File: src/rtl/up_dwn_mod_cnt.sv
// Up/down counter over 0..max_val with wrap or saturate behaviour at the range ends,
// synchronous clamped load, terminal count, and sticky overflow/underflow flags.
module up_dwn_mod_cnt #(
    parameter int cnt_width = 5,
    parameter int max_val   = 2**cnt_width-1,
    parameter int sat_mode  = 0
) (
    input  logic                 clk,
    input  logic                 rst,
    input  logic                 en,
    input  logic                 up_dn,
    input  logic                 load,
    input  logic [cnt_width-1:0] load_val,
    input  logic                 clr_flags,
    output logic [cnt_width-1:0] count,
    output logic                 tc,
    output logic                 wrap_p,
    output logic                 ovf,
    output logic                 udf
);

    localparam logic [cnt_width:0] MAXV = (cnt_width+1)'(max_val);

    // Count register is one bit wider than the port so all arithmetic stays untruncated.
    logic [cnt_width:0] r_count;
    logic               r_wrap_p;
    logic               r_ovf;
    logic               r_udf;

    logic [cnt_width:0] w_next;
    logic [cnt_width:0] w_load_ext;
    logic               w_at_max;
    logic               w_at_zero;
    logic               w_event;
    logic               w_ovf_set;
    logic               w_udf_set;

    assign w_load_ext = {1'b0, load_val};
    assign w_at_max   = (r_count == MAXV);
    assign w_at_zero  = (r_count == '0);

    always_comb begin
        w_next    = r_count;
        w_event   = 1'b0;
        w_ovf_set = 1'b0;
        w_udf_set = 1'b0;
        if (load) begin
            w_next = (w_load_ext > MAXV) ? MAXV : w_load_ext;
        end else if (en) begin
            if (up_dn) begin
                if (w_at_max) begin
                    w_next    = (sat_mode != 0) ? MAXV : '0;
                    w_event   = 1'b1;
                    w_ovf_set = 1'b1;
                end else begin
                    w_next = r_count + 1'b1;
                end
            end else begin
                if (w_at_zero) begin
                    w_next    = (sat_mode != 0) ? '0 : MAXV;
                    w_event   = 1'b1;
                    w_udf_set = 1'b1;
                end else begin
                    w_next = r_count - 1'b1;
                end
            end
        end
    end

    always_ff @(posedge clk or negedge rst) begin
        if (!rst) begin
            r_count  <= '0;
            r_wrap_p <= 1'b0;
            r_ovf    <= 1'b0;
            r_udf    <= 1'b0;
        end else begin
            r_count  <= w_next;
            r_wrap_p <= w_event;
            // A flag set on the same edge as clr_flags takes precedence over the clear.
            r_ovf    <= w_ovf_set | (r_ovf & ~clr_flags);
            r_udf    <= w_udf_set | (r_udf & ~clr_flags);
        end
    end

    assign count  = r_count[cnt_width-1:0];
    assign tc     = (up_dn & w_at_max) | (~up_dn & w_at_zero);
    assign wrap_p = r_wrap_p;
    assign ovf    = r_ovf;
    assign udf    = r_udf;

endmodule
File: config.mk
export PLATFORM = sky130hd
export DESIGN_NAME = up_dwn_mod_cnt
export DESIGN_NICKNAME = d
export VERILOG_FILES = /design/src/rtl/up_dwn_mod_cnt.sv
export SDC_FILE = /design/constraint.sdc
export NUM_CORES = 1
export LEC_CHECK = 0
export CORE_MARGIN = 4
export CORE_UTILIZATION = 41
export CTS_BUF_LIST = sky130_fd_sc_hd__clkbuf_8 sky130_fd_sc_hd__clkbuf_16
export CTS_CLUSTER_DIAMETER = 40
export CTS_CLUSTER_SIZE = 25
export DETAILED_ROUTE_END_ITERATION = 16
export PLACE_DENSITY = 0.73
export REMOVE_ABC_BUFFERS = 1
export SLEW_MARGIN = 20
export SYNTH_ARGS = -nofsm -noshare
export SYNTH_HDL_FRONTEND = slang
export SYNTH_SLANG_ARGS = --single-unit
File: constraint.sdc
create_clock -name clk -period 1.8 [get_ports clk]
set_input_delay 0.27 -clock clk [delete_from_list [all_inputs] [get_ports clk]]
set_output_delay 0.27 -clock clk [all_outputs]
set_load 0.02 [all_outputs]
* Word level (Yosys, flattened, before mapping) *
Cells that the tools add are included.

cells by class
  multiply operators = 0
  add/subtract/negate cells = 2
  mux-type cells = 17
  bitwise operators = 9
  equal/unequal tests = 1
  $lt $le $gt $ge = 1
  reduce and logical (&&, ||, !) cells = 2
  div/mod/pow operators = 0
  shift operators = 0

operator list
  kind                                                  count
  2-to-1 mux 6 bit                                      5
  2-to-1 mux 1 bit                                      11
  adder 6 x 1 -> 6 bit (second input constant)          1
  equality test 6 x 5 -> 1 bit (second input constant)  1
  zero test 6 bit                                       1
  subtractor 6 x 1 -> 6 bit (second input constant)     1
  > comparator 5 bit (second input constant)            1
  2-to-1 mux 5 bit                                      1
  AND 1 bit                                             4
  bitwise OR 1 bit                                      3
  inverter 1 bit                                        2
  nonzero test 2 bit                                    1

storage, ports and cells
  flip-flop bits (word level) = 9
  latch bits = 0
  memories = 0
  input bits = 11
  logic and storage cells = 36
  memory bits (writable) = 0
  bits in read-only memories = 0

* Depth between registers and ports, before layout *
Gate-level depths: netlist (run 1).

  depth after elaboration = 6
  depth in mapped cells = 7
  mapped depth without buffers = 7

* Worst setup path before layout (run 1) *
No wires, ideal clock.

  path type = reg-to-reg
  from = reg r_count[3]
  to = reg r_count[3]
  required time = 1.734 ns
  cell stages (with the launch flop) = 7
  data arrival time = 1.869 ns
  clock period less this slack = 1.935 ns
  path buffers = 1
  path slack = -0.135 ns
  library setup time = 0.066 ns
  cells stage by stage = dfrtp_1 -> buf_6 -> or3_4 -> or4b_4 -> nor2b_1 -> o221ai_2 -> a221o_1

between the ends
  word-level cells in the longest chain between the ends = 5
  elaborated cells on any way between the ends = 9

ends and longest elaborated chain
  what                                               RTL line  text
  from (decl)                                        25        logic [cnt_width:0] r_count;
  from (signal assigned)                             77        r_count <= w_next;
  subtractor 6 x 1 -> 6 bit (tied with other cells)  64        w_next = r_count - 1'b1;
  2-to-1 mux 6 bit (on tied branches)                59, 51
  2-to-1 mux 6 bit *                                 50        if (up_dn) begin
  2-to-1 mux 6 bit *                                 49        end else if (en) begin
  2-to-1 mux 6 bit *                                 47        if (load) begin

Every way passes the cells marked *; elsewhere a longest branch is shown, timed or not. The select of a mux whose other input is x is not followed.
A chain may end at the register's enable or synchronous reset.

* Worst setup path in the final report (run 1) *
  from = reg r_count[2]
  to = out tc

between the ends
  word-level cells in the longest chain between the ends = 3
  elaborated cells on any way between the ends = 5

ends and longest elaborated chain
  what                                                             RTL line  text
  equality test 6 x 5 -> 1 bit or zero test 6 bit (tied branches)  39, 40
  AND 1 bit                                                        86        assign tc = (up_dn & w_at_max) | (~up_dn & w_at_zero);
  bitwise OR 1 bit *                                               86
  to (decl)                                                        16        output logic tc,

Every way passes the cells marked *; elsewhere a longest branch is shown, timed or not.

==> summary.md, run 1 <==
| Metric | Value |
|---|---|
| Synth Cell Area | about 710 µm² |
| Most frequent cells in the layout | buf_4, clkdlybuf4s50_1, inv_1, dfrtp_1, nand2_1 |
| Final period util | 107.9% |
| H-tree levels | 1 |
| Nets | 134 |
| Diode count | 0 |
| Layout cells sized above 1 | between 20% and 30% |
| Via count of the routed design | just under 800 |
| Commonest non-fill, non-tap cell in the layout | buf_4 |
| Core area | ~1600 µm² |
| Die Span Y | ~50 µm |
| Yosys warnings | 0 |
| Status | finished, violations left |
| CTS Buf Count | 3 |
| RSZ-0062 raised after global routing | yes |
| Syn avg cell area | 8.126 µm² |
| Library cells used by synthesis | 32 |
| Tot GR Track Use | between 10% and 20% |
| Worst Hold Class | input pin to asynchronous set/reset pin |
| I/O pins | 20 |
| Row cnt | 14 |
| Placed Cells | 131 |
| Post-synthesis adder-cell area fraction | around 5.3% |
| DR WL/cell | between 10 and 15 µm |
| CTS tree | yes |
| Flops & latches, synth | 9 |
| Final RePlAce weighted congestion | 0.8551 |
| Hold WS | about 0.34 ns |
| Final Max Slew Viols | 0 |
| Cell leakage power | around 0.46 nW |
| Final HPWL DP | approximately 1.5 mm |
| Seq/Total Area, Yosys | about a third |
| Slew HR | 70.51% |
| Worst-path clk slew | roughly 0.050 ns |
| Minimum clock period | just under 2 ns |
| Failing checks | setup timing |
| Initial DRC Count | 20 |
| Horiz. Die Dim | between 40 and 50 µm |
| CP Launch Type | flop |
| Critical path capture point type | primary output |
| Global route total overflow | 0 |
| Critical Path RT | between 1.5 and 2 ns |
| Slew @ Worst Pin | between 0.4 and 0.5 ns |
| Synth Flop Type | dfrtp_1 |
| Total routed wirelength | ~2.0 mm |
| Post-synth EDFFs | 0 |
| Area grow syn2layout | 46.90% |
| Largest family of logic cells by synthesized area | simple AND/OR/NAND/NOR gates |
| Setup Crit Path Kind | flop to primary output |
| Synth async-reset ratio | 100.0% |
| Clock root cell | clkbuf_8 |
| Dpl ws | -0.7004 ns |
| Max-Cap Viols | 0 |
| Setup TNS | -0.2578 ns |
| First-pass GRT wire length | roughly 3.3 mm |
| Starting density of the core | between 40% and 50% |
| Longest Clk Path Bufs | 2 |
| Final Hold Fails | 0 |
| Fmax | between 500 and 600 MHz |
| Die Footprint | 2453 µm² |
| Worst Path Max Fanout | 2 |
| Worst-Skew Late Latency | 0.24 ns |
| Via density | ~5.7 |
| Port Buffers | 19 |
| Non-Filler Instances | ~140 |
| Initial antenna violation count | 0 |
| TritonRoute pass-1 iters | 5 |
| CP Data Arrival Time | between 1.5 and 2 ns |
| Mapped Cells | between 80 and 90 |
| Clk_skew | roughly 0.012 ns |
| Setup Viol. Count Final | 2 |
| Max VDD drop | ~0.49 mV |
| Post-route worst setup slack | -0.1420 ns |
| Multiplexer share of the synthesized area | roughly 1.4% |
| Number of routed nets with antenna violations | 0 |
| Simple-gate share of the synthesized area | 24.96% |
| Compound-Gate Fraction of Synth Area | 21.24% |
| Synth Area in XOR/XNOR | between 1 and 1.5% |
| Total Power | between 0.7 and 0.8 mW |
| Clk sinks | 9 |
| Vias in the first global route | roughly 780 |
| PwrDens | between 700 and 800 nW/µm² |
| DRC violations left | 0 |
| Largest net degree at the start of global routing | 12 |
## metal layers
metal  GRT usage, %  part of all wire (%)
met2          28.85                    49
met5              0                     0
met1          21.83                    44
met3          2.711                   5.8
met4          8.756                   1.5
## critical path, stage by stage, from the launching register on
cell	delay [ns]
dfrtp_1	0.38
or3_4	0.37
or4b_4	0.50
nand2_2	0.08
buf_6	0.11
## per-stage QoR
stage,utilization [%],instance area [µm²]
2_1_floorplan,-,638.1
3_3_place_gp,63.56,991.0
3_5_place_dp,63.56,991.0
4_1_cts,66.61,1039
5_1_grt,66.61,1039
6_report,66.61,1039
## report_power, final
group          internal, mW  leakage, nW  switching, mW
Combinational         0.142        0.322          0.137
Clock                 0.149       0.0269         0.0871
Sequential            0.218        0.116         0.0113
Total                 0.509        0.465          0.235
## state kept, by name, indices dropped and copies added, names as in the netlist
name and flops:
r_count 6, ovf 1, udf 1, wrap_p 1
## final timing paths
check	from	endpoint	slack, ns	cells past startpoint
min in group clk	udf	udf	0.54	2
setup / recovery	r_count[2]	tc	-0.14	4
max in group asynchronous	rst	r_count[0]	1.14	1
setup reg to reg	r_count[2]	r_count[3]	-0.12	6
hold reg to reg	udf	udf	0.54	2
hold / removal	rst	r_count[1]	0.34	1
## cell type report
class / count / area (µm²)
multi-input combinational: 60 / 385.4
tap: 16 / 20.02
fill: 131 / 520.5
timing repair buffer: 38 / 332.8
clock buffer: 3 / 41.29
clock inverter: 1 / 3.754
sequential: 9 / 225.2
inverter: 8 / 30.03
## cell usage after synthesis (all sizes together) (2+ instances only)
master | n | share of area (%)
nor2 | 5 | 2.7
ha | 3 | 5.3
a21oi | 5 | 3.5
or3 | 4 | 4.2
nand2b | 3 | 2.7
o21ai | 7 | 5.0
inv | 8 | 4.2
a31o | 2 | 2.5
nor3b | 2 | 2.1
dfrtp | 9 | 32
buf | 8 | 8.7
nand2 | 9 | 4.8
a31oi | 2 | 1.8
o22ai | 3 | 2.7
nor3 | 3 | 2.1
clkbuf | 2 | 1.1
## cell families after synthesis
kind of cell	Yosys count
mux	1
xor+xnor	1
simple gates	32
compound gates	23
buf+inv	18
fa+ha+maj	3
flops	9
## repair_timing
action	4_1_cts	5_1_grt
gates resized for setup	8	0
hold buffers	0	0
endpoints found under the setup margin	4	4
buffers inserted	0	0
pin swaps	3	2
Note: power is estimated with default switching activity, not from simulation.
==> inputs of run 2 (changes only) <==
- CTS_CLUSTER_DIAMETER: 40 -> not set
==> results of run 2 <==
Same layout as run 1: the final DEF is identical, and so are final timing and power.
